===== config.mk =====
export PLATFORM = sky130hd
export DESIGN_NAME = uart_tx_sequencer
export DESIGN_NICKNAME = d
export VERILOG_FILES = /design/src/rtl/uart_seq_pkg.sv /design/src/rtl/seq_buffer.sv /design/src/rtl/uart_tx_sequencer.sv
export SDC_FILE = /design/constraint.sdc
export NUM_CORES = 1
export LEC_CHECK = 0
export ABC_AREA = 1
export CELL_PAD_IN_SITES_DETAIL_PLACEMENT = 0
export CELL_PAD_IN_SITES_GLOBAL_PLACEMENT = 1
export CORE_MARGIN = 4
export CORE_UTILIZATION = 24
export DETAILED_ROUTE_END_ITERATION = 8
export PLACE_DENSITY_LB_ADDON = 0.1
export SYNTH_ARGS = -nofsm -noshare
export SYNTH_HDL_FRONTEND = slang
export SYNTH_SLANG_ARGS = --single-unit

===== constraint.sdc =====
create_clock -name clk -period 5.1 [get_ports clk]
set_input_delay 0.51 -clock clk [delete_from_list [all_inputs] [get_ports clk]]
set_output_delay 0.51 -clock clk [all_outputs]
set_load 0.005 [all_outputs]

===== src/rtl/uart_seq_pkg.sv =====
// Shared state encoding and default widths for the UART byte-stream sequencer.
// No logic here, so there is no latency and no backpressure.
package uart_seq_pkg;
   localparam int DATA_W_DEF = 8;
   localparam int DEPTH_DEF  = 32;
   localparam int GAP_W_DEF  = 8;
   localparam int TMO_W_DEF  = 16;

   typedef enum logic [2:0] {
      IDLE,
      FETCH,
      REQ,
      WAIT,
      ADV,
      GAP
   } seq_state_t;
endpackage


===== src/rtl/seq_buffer.sv =====
// Simple dual-port byte buffer: synchronous write, registered read (1 cycle), no backpressure.
// Not reset, so it maps onto block RAM.
module seq_buffer
   import uart_seq_pkg::*;
#(
   parameter int DATA_W = DATA_W_DEF,
   parameter int DEPTH  = DEPTH_DEF,
   parameter int ADDR_W = $clog2(DEPTH)
) (
   input  logic              clk,
   input  logic              wr_en,
   input  logic [ADDR_W-1:0] wr_addr,
   input  logic [DATA_W-1:0] wr_data,
   input  logic [ADDR_W-1:0] rd_addr,
   output logic [DATA_W-1:0] rd_data
);
   logic [DATA_W-1:0] mem [DEPTH];

   always_ff @(posedge clk) begin
      if (wr_en)
         mem[wr_addr] <= wr_data;
      rd_data <= mem[rd_addr];
   end
endmodule


===== src/rtl/uart_tx_sequencer.sv =====
// Replays a loadable byte buffer into a UART over tx_req/tx_ready; tx_req follows the accepted tx_ready by 4+gap cycles.
// Stalls in WAIT until tx_ready; a stuck UART trips the sticky timeout and returns to IDLE.
module uart_tx_sequencer
   import uart_seq_pkg::*;
#(
   parameter int DATA_W = DATA_W_DEF,
   parameter int DEPTH  = DEPTH_DEF,
   parameter int ADDR_W = $clog2(DEPTH),
   parameter int GAP_W  = GAP_W_DEF,
   parameter int TMO_W  = TMO_W_DEF
) (
   input  logic              clk,
   input  logic              reset,
   input  logic              wr_en,
   input  logic [ADDR_W-1:0] wr_addr,
   input  logic [DATA_W-1:0] wr_data,
   input  logic              start,
   input  logic              stop,
   input  logic              loop_mode,
   input  logic [ADDR_W:0]   length,
   input  logic [GAP_W-1:0]  gap,
   output logic              tx_req,
   output logic [DATA_W-1:0] tx_data,
   input  logic              tx_ready,
   output logic              busy,
   output logic              done,
   output logic              timeout,
   output logic [ADDR_W-1:0] index,
   output logic [15:0]       pass_count
);
   localparam logic [ADDR_W:0]   DEPTH_L  = (ADDR_W+1)'(DEPTH);
   localparam logic [ADDR_W:0]   LEN_ONE  = (ADDR_W+1)'(1);
   localparam logic [ADDR_W-1:0] IDX_ONE  = ADDR_W'(1);
   localparam logic [GAP_W-1:0]  GAP_ONE  = GAP_W'(1);
   localparam logic [TMO_W-1:0]  TMO_ONE  = TMO_W'(1);
   // One below all-ones: the counter reaches all-ones on the cycle we give up.
   localparam logic [TMO_W-1:0]  TMO_LAST = {{(TMO_W-1){1'b1}}, 1'b0};

   seq_state_t        state;
   logic [ADDR_W:0]   len_q;
   logic              loop_q;
   logic [GAP_W-1:0]  gap_q;
   logic [GAP_W-1:0]  gap_cnt;
   logic [TMO_W-1:0]  tmo_cnt;
   logic              stop_q;
   logic [DATA_W-1:0] rd_data;
   logic              len_ok;
   logic              last_byte;

   assign len_ok    = (length != '0) && (length <= DEPTH_L);
   assign last_byte = ({1'b0, index} == (len_q - LEN_ONE));

   seq_buffer #(
      .DATA_W (DATA_W),
      .DEPTH  (DEPTH),
      .ADDR_W (ADDR_W)
   ) u_buf (
      .clk     (clk),
      .wr_en   (wr_en && (state == IDLE)),
      .wr_addr (wr_addr),
      .wr_data (wr_data),
      .rd_addr (index),
      .rd_data (rd_data)
   );

   always_ff @(posedge clk or negedge reset) begin
      if (!reset) begin
         state      <= IDLE;
         tx_req     <= 1'b0;
         tx_data    <= '0;
         busy       <= 1'b0;
         done       <= 1'b0;
         timeout    <= 1'b0;
         index      <= '0;
         pass_count <= '0;
         gap_cnt    <= '0;
         tmo_cnt    <= '0;
         stop_q     <= 1'b0;
         len_q      <= '0;
         loop_q     <= 1'b0;
         gap_q      <= '0;
      end else begin
         tx_req <= 1'b0;
         done   <= 1'b0;
         if ((state != IDLE) && stop)
            stop_q <= 1'b1;

         case (state)
            IDLE: begin
               stop_q <= 1'b0;
               if (start && len_ok) begin
                  timeout    <= 1'b0;
                  index      <= '0;
                  pass_count <= '0;
                  len_q      <= length;
                  loop_q     <= loop_mode;
                  gap_q      <= gap;
                  busy       <= 1'b1;
                  state      <= FETCH;
               end
            end
            FETCH: state <= REQ;
            REQ: begin
               tx_req  <= 1'b1;
               tx_data <= rd_data;
               tmo_cnt <= '0;
               state   <= WAIT;
            end
            WAIT: begin
               if (tx_ready) begin
                  state <= ADV;
               end else begin
                  tmo_cnt <= tmo_cnt + TMO_ONE;
                  if (tmo_cnt == TMO_LAST) begin
                     timeout <= 1'b1;
                     busy    <= 1'b0;
                     state   <= IDLE;
                  end
               end
            end
            ADV: begin
               if (last_byte)
                  pass_count <= pass_count + 16'd1;
               if (stop_q || (last_byte && !loop_q)) begin
                  done  <= 1'b1;
                  busy  <= 1'b0;
                  state <= IDLE;
               end else begin
                  index <= last_byte ? '0 : index + IDX_ONE;
                  if (gap_q == '0) begin
                     state <= FETCH;
                  end else begin
                     gap_cnt <= gap_q;
                     state   <= GAP;
                  end
               end
            end
            GAP: begin
               gap_cnt <= gap_cnt - GAP_ONE;
               if (gap_cnt == GAP_ONE)
                  state <= FETCH;
            end
            default: state <= IDLE;
         endcase
      end
   end
endmodule


==> results of run 1 <==
## cell usage in the layout (no fill, tap or decap), types with 4 or more instances in the layout
cell type | netlist | final
ha_1 | 7 | 7
clkinv_1 | 1 | 5
nor4_1 | 4 | 4
nand2_1 | 197 | 197
a21oi_1 | 17 | 17
nor2_4 | 6 | 6
nand2_4 | 4 | 4
nor3_1 | 11 | 11
inv_1 | 66 | 65
nand4_1 | 13 | 13
o21ai_0 | 163 | 163
o221ai_1 | 50 | 50
nand3_1 | 83 | 83
clkbuf_16 | 0 | 42
buf_4 | 5 | 11
clkbuf_1 | 39 | 11
o22ai_1 | 15 | 15
clkinv_2 | 0 | 6
edfxtp_1 | 256 | 256
nor2_1 | 221 | 221
inv_2 | 7 | 8
dfrtp_1 | 76 | 74
xor2_1 | 10 | 10
xnor2_1 | 6 | 6
clkdlybuf4s50_1 | 0 | 60
buf_2 | 14 | 5
dfxtp_1 | 8 | 8
o21ai_1 | 15 | 15
## area by class of cell
cell class | instances | area, um2
tap | 782 | 978.4
fill | 6267 | 42970
clock buffer | 56 | 1134
clock inverter | 14 | 116.4
timing repair buffer | 78 | 738.2
inverter | 75 | 285.3
multi-input combinational | 850 | 4268
sequential | 340 | 9754
## worst max-delay path, delay by kind of cell (launching register included)
kind,cells,cell delay (ps)
flip-flops,1,660
buffers and inverters,2,1530
## what timing repair did
item                                   4_1_cts  5_1_grt
endpoints found under the hold margin       19        0
resized for setup                            0        0
hold buffers                                 1        0
## per-layer routing
| metal | global-route usage (%) | vias to the layer above |
|---|---|---|
| li1 | - | 4815 |
| met3 | 2.101 | 68 |
| met4 | 4.115 | 0 |
| met5 | 0 | - |
| met2 | 23.58 | 189 |
| met1 | 20.66 | 5121 |
## where the power goes
group	leakage [nW]	internal, mW	switching (mW)
combinational	2.21	0.521	1.09
sequential	3.36	3.18	0.191
clock	0.615	1.61	1.19
## kinds of logic (layout without fill, tap and decap cells)
logic type / Yosys count / in the layout / share of synthesized area [%]
compound gates: 269 / 269 / 10.81
xor+xnor: 16 / 16 / 0.9605
fa+ha+maj: 7 / 7 / 0.6003
buf+inv: 138 / 223 / 3.919
flops: 340 / 340 / 66.83
simple gates: 558 / 558 / 16.89
## worst paths after layout
check                                      endpoint                     start  slack (ps)
min                         tmo_cnt[11]$_DFFE_PN0P_                     reset         380
min in group clk             tx_data[5]$_DFFE_PN0P_  u_buf.rd_data[5]$_DFF_P_         420
max in group asynchronous      index[0]$_DFFE_PN0P_                     reset        3550
max reg2reg                u_buf.rd_data[5]$_DFF_P_      index[0]$_DFFE_PN0P_        2140
max                                        index[0]      index[0]$_DFFE_PN0P_        1760
min reg2reg                  tx_data[5]$_DFFE_PN0P_  u_buf.rd_data[5]$_DFF_P_         420
## sequential cells by signal (all words and copies together) (netlist names)
register       count
gap_cnt            8
u_buf.mem        256
busy               1
state              3
len_q              6
index              5
tx_req             1
stop_q             1
gap_q              8
pass_count        16
u_buf.rd_data      8
tx_data            8
done               1
tmo_cnt           16
loop_q             1
timeout            1
==> results by group, run 1 <==
Finish
  – Non-filler cells, final: approximately 2200
  – # diodes: 0
  – Layout Area Growth over Synthesis: 18.41%
  – Final Net Count: 1427
  – Final design utilization: 28.67%
  – Share of cells above drive strength 1: 7.926%
  – Post-route cell area: 0.01727 mm2

Timing
  – Final slew viol count: 0
  – Max frequency: 299.4 MHz
  – Hold Slack: about 380 ps
  – Clk_skew: between 20 and 30 ps
  – Setup-failing EPs final: 0
  – RSZ-0062 raised after global routing: false
  – Final Hold Vio Count: 0
  – Fin crit share: between 60 and 70%
  – Tightest Pin Transition: 1100 ps
  – Final WS setup: 1760 ps
  – Setup TNS: 0 ps
  – Slew headroom: 26.66%
  – Period minus WS final: about 3300 ps

Clocking
  – Clock slew seen by the registers of the worst setup and hold paths: 60 ps
  – Clock sinks: 340
  – CTS tree: yes
  – Clock buffer depth: 3
  – Setup Buffers After CTS: 0
  – H-tree Lvls: 2
  – CTS Buf Count: between 40 and 50
  – Root Driver: clkbuf_16
  – Clk_lat worst skew: 580 ps

Routing
  – WL/cell: 21.61 um
  – Met2 routed wirelength: ~22 mm
  – Number of remaining DRC errors: 0
  – Met1 wire length: about 23 mm
  – Max Used Layer: met4
  – Vias per cell: ~4.6
  – Initial DRC Count: between 600 and 700
  – Final Routed Wirelength: approximately 47 mm
  – Routed via count: 10193
  – DRT Pass-1 Iters: 6
  – Detail Route Antenna Nets: 0
  – Met3 Wirelength: 1.708 mm

Logic synthesis
  – Synthesis warning total: 0
  – Post-synth EDFFs: 256
  – Mapped Nets: 1369
  – Top cells by area, synth: edfxtp_1 53%, dfrtp_1 13%, nor2_1 5.7%, o21ai_0 5.6%, nand2_1 5.1%
  – Avg Inst Size Synth: ~11 um2
  – Most common cell in the synthesized netlist: edfxtp_1
  – Post-Synthesis Cell Area: 0.01459 mm2
  – Synth Flop Type: edfxtp_1
  – Cell variety after synth: 46
  – Leading area contributor after synthesis: edfxtp_1
  – Share of the synthesized area in the top cell type: 52.69%
  – Cells after synthesis: 1328
  – FF+latch count, synth: 340
  – Post-synthesis sequential area ratio: 66.83%
  – Post-synth top cells: 256 x edfxtp_1, 221 x nor2_1, 197 x nand2_1, 163 x o21ai_0, 83 x nand3_1
  – Asr flop ratio synth: 22.35%

Floorplanning
  – Die width: 254.6 um
  – DIE AREA: 0.06480 mm2
  – Core area: 0.06025 mm2
  – FP Rows: 90
  – Num ports: 67
  – Initial Utilization: 24.22%
  – Die height: around 250 um

Setup path
  – CP Launch Type: flop
  – Critical Path AT: about 2800 ps
  – CP endpoint kind: output port
  – Worst-path cell chain: buf_4 -> clkdlybuf4s50_1
  – CP max-delay cell: buf_4
  – CP max stage delay: 830 ps
  – R2R cell count: 8
  – CP required: 4590 ps
  – CP max FO: 101
  – Crit path kind: reg -> out

Placed design
  – RD Place Congestion: 0.7596
  – Pre-CTS setup slack: 1740 ps
  – DP HPWL: 29.17 mm
  – Number of I/O port buffers: 66
  – Placed Area: 0.01601 mm2
  – Placed insts: around 2100

Power
  – Peak supply drop: 205.9 uV
  – Pwr Total: 7.778 mW
  – Pwr dens: 450.3 mW/mm2
  – Leakage dissipation: 6.188 nW

Status
  – Status: completed

Global route
  – Global route overflow: 0
  – Initial antenna violation count: 0
  – Global-route wire length before repair: 70.45 mm
  – Largest net degree at the start of global routing: 102
  – Gr usage total: between 10% and 20%
  – Vias in the first global route: 10544

Flow run
  – Max_cap viols: 0

Min path
  – HP Class: in -> async
(Power assumes the default switching activity.)
==> inputs of run 2 (changes only) <==
==> constraint.sdc (replaced) <==
create_clock -name clk -period 3.1 [get_ports clk]
set_input_delay 0.31 -clock clk [delete_from_list [all_inputs] [get_ports clk]]
set_output_delay 0.31 -clock clk [all_outputs]
set_load 0.005 [all_outputs]
==> run 2 against run 1 <==
- register-to-register slack lost 1500 ps
- utilization increased by 1.2 points
- wire length decreased by 2.4%
- flip-flop and latch count stayed put
- sequential power is 64% higher
- clock skew is 11 ps higher
- total power increased by 76%
- die area is the same
- count of clock-buffer cells in the layout fell by 6
- sequential share of layout area down 2.3 points
- clock power up 93%
==> results by group, run 2 (synthesized netlist as in run 1, its figures left out) <==
Status
  – Status: completed

Placed design
  – RD Place Congestion: 0.7477
  – Placed Area: 0.01646 mm2
  – DP HPWL: 29.75 mm
  – Number of I/O port buffers: 66
  – Placed insts: 2175

Timing
  – Max frequency: 413.5 MHz
  – Fin crit share: between 70% and 80%
  – RSZ-0062 raised after global routing: false
  – Period minus WS final: 2418 ps
  – Setup-failing EPs final: 0
  – Final Hold Vio Count: 0
  – Setup TNS: 0 ps
  – Clk_skew: between 30 and 40 ps
  – Tightest Pin Transition: roughly 600 ps
  – Slew headroom: between 50% and 60%
  – Final slew viol count: 0

Setup path
  – CP required: 3380 ps
  – Buf+Inv Stages, Crit Path: 4
  – CP most frequent cell: nor2_1
  – CP Launch Type: flop
  – Critical Path AT: 2690 ps
  – Crit path kind: reg -> reg
  – CP endpoint kind: flop
  – CP max FO: 8
  – R2r setup slk: slightly below 700 ps
  – CP max stage delay: roughly 470 ps
  – CP max-delay cell: nor2_1
  – Worst-path cell chain: nor2_1 -> inv_2 -> nor2_4 -> inv_1 -> nor2_1 -> nand3_1 -> buf_4 -> nor2_1 -> buf_4
  – Kind of cell adding the most delay to the critical path: simple AND/OR/NAND/NOR gates

Power
  – Sw frac: a little under a third
  – Leakage dissipation: around 6.6 nW
  – Pwr Total: around 14 mW
  – Int Pwr: 9.463 mW
  – Peak supply drop: 334.0 uV
  – Combinational share of power: 20.0%
  – Pwr dens: 758.7 mW/mm2
  – Seq pwr share: 40.6%
  – Switching power: 4.190 mW
  – Clock share of power: 39.4%

Clocking
  – CTS resizes: 0
  – Clock slew seen by the registers of the worst setup and hold paths: roughly 60 ps
  – Root Driver: clkbuf_16
  – Clock sinks: 340
  – H-tree Lvls: 2
  – Clock buffer depth: 3
  – Clk_lat worst skew: 590 ps
  – CTS tree: yes
  – CTS Buf Count: 43

Finish
  – # diodes: 0
  – Post-route cell area: between 0.015 and 0.02 mm2
  – Final design utilization: 29.87%
  – Most frequent cells in the layout: 256 x edfxtp_1, 221 x nor2_1, 197 x nand2_1, 163 x o21ai_0, 83 x nand3_1
  – Area of the multi-input gates: roughly 0.0043 mm2
  – Commonest non-fill, non-tap cell in the layout: edfxtp_1
  – FF+latch area: 0.009754 mm2
  – Non-filler cells, final: 2256
  – Regs by FF count: u_buf.mem (256), pass_count (16), tmo_cnt (16)
  – Final Net Count: 1480
  – Largest register by flop count: u_buf.mem
  – Layout Area Growth over Synthesis: 23.35%
  – Layout fillers: 6200
  – Share of cells above drive strength 1: 11.53%
  – Max reg flops: 256

Global route
  – Largest net degree at the start of global routing: 105
  – Initial antenna violation count: 0
  – Gr usage total: between 10% and 20%
  – Global-route wire length before repair: 69.75 mm
  – Vias in the first global route: roughly 11000
  – Global route overflow: 0

Floorplanning
  – Num ports: 67
  – Initial Utilization: about 24%
  – Die height: ~250 um
  – Core area: 0.06025 mm2
  – Die width: 254.6 um
  – FP Rows: 90
  – DIE AREA: around 0.065 mm2

Routing
  – Detail Route Antenna Nets: 0
  – Initial DRC Count: 789
  – Number of remaining DRC errors: 0
  – Vias per cell: approximately 4.5
  – WL/cell: 20.52 um
  – DRT Pass-1 Iters: 5
  – Final Routed Wirelength: between 40 and 50 mm
  – Routed via count: 10189

Flow run
  – Max_cap viols: 0

Min path
  – HP Class: in -> async
## run 2: changes by cell type in the layout (fill, tap and decap cells not counted), sizes merged
| cell | delta |
|---|---|
| clkdlybuf4s50 | +5 |
| buf | +46 |
| clkinv | +4 |
| clkinvlp | +4 |
| bufinv | +8 |
| clkbuf | -6 |
## run 2: worst paths after layout
kind	startpoint	to	cells past startpoint
worst max-delay path	state[1]$_DFFE_PN0P_	u_buf.mem[27][7]$_DFFE_PP_	9
worst min-delay path	reset	tmo_cnt[11]$_DFFE_PN0P_	2
worst max register to register	state[1]$_DFFE_PN0P_	u_buf.mem[27][7]$_DFFE_PP_	9
worst min register to register	busy$_DFFE_PN0P_	busy$_DFFE_PN0P_	2
max in group asynchronous	reset	index[0]$_DFFE_PN0P_	3
min in group clk	gap[5]	gap_q[5]$_DFFE_PN0P_	3
## run 2: repair_timing
action	4_1_cts	5_1_grt
endpoints found under the setup margin	0	0
hold buffers	1	0
buffers inserted	0	0
endpoints found under the hold margin	68	0
## run 2: worst register-to-register path: stages (launching register included)
cell,delay [ps]
dfrtp_1,440
nor2_1,150
inv_2,90
nor2_4,130
inv_1,70
nor2_1,470
nand3_1,250
buf_4,240
nor2_1,90
buf_4,190
## run 2: final cells by class
type	count	area share [%]
sequential	340	54.20
tap	782	5.437
inverter	75	1.585
clock inverter	30	2.357
multi-input combinational	850	23.72
timing repair buffer	129	6.577
clock buffer	50	6.125
## run 2: per-layer routing
layer	vias up	wire length, um	GRT usage, %
met3	61	1873	2.672
met1	5009	21970	20.14
li1	4937	-	-
met2	182	21560	22.94
met5	-	0	0
met4	0	905	3.679
## run 2: metrics by stage
step           hold slack, ps  setup WS (ps)
6_report                187.0          681.7
5_1_grt                 207.7          531.3
4_1_cts                 162.8          595.5
3_5_place_dp            230.3          731.3
3_3_place_gp            221.2          746.7
2_1_floorplan           14.41           1125
## run 2: power by group through the flow
stage | logic (mW) | clock network [mW] | registers [mW]
floorplan | 1.79 | 0 | 5.52
global placement | 2.84 | 0 | 5.64
detailed placement | 2.80 | 0 | 5.64
CTS | 2.81 | 5.59 | 5.55
global route | 3.09 | 5.78 | 5.59
finish | 2.73 | 5.38 | 5.54
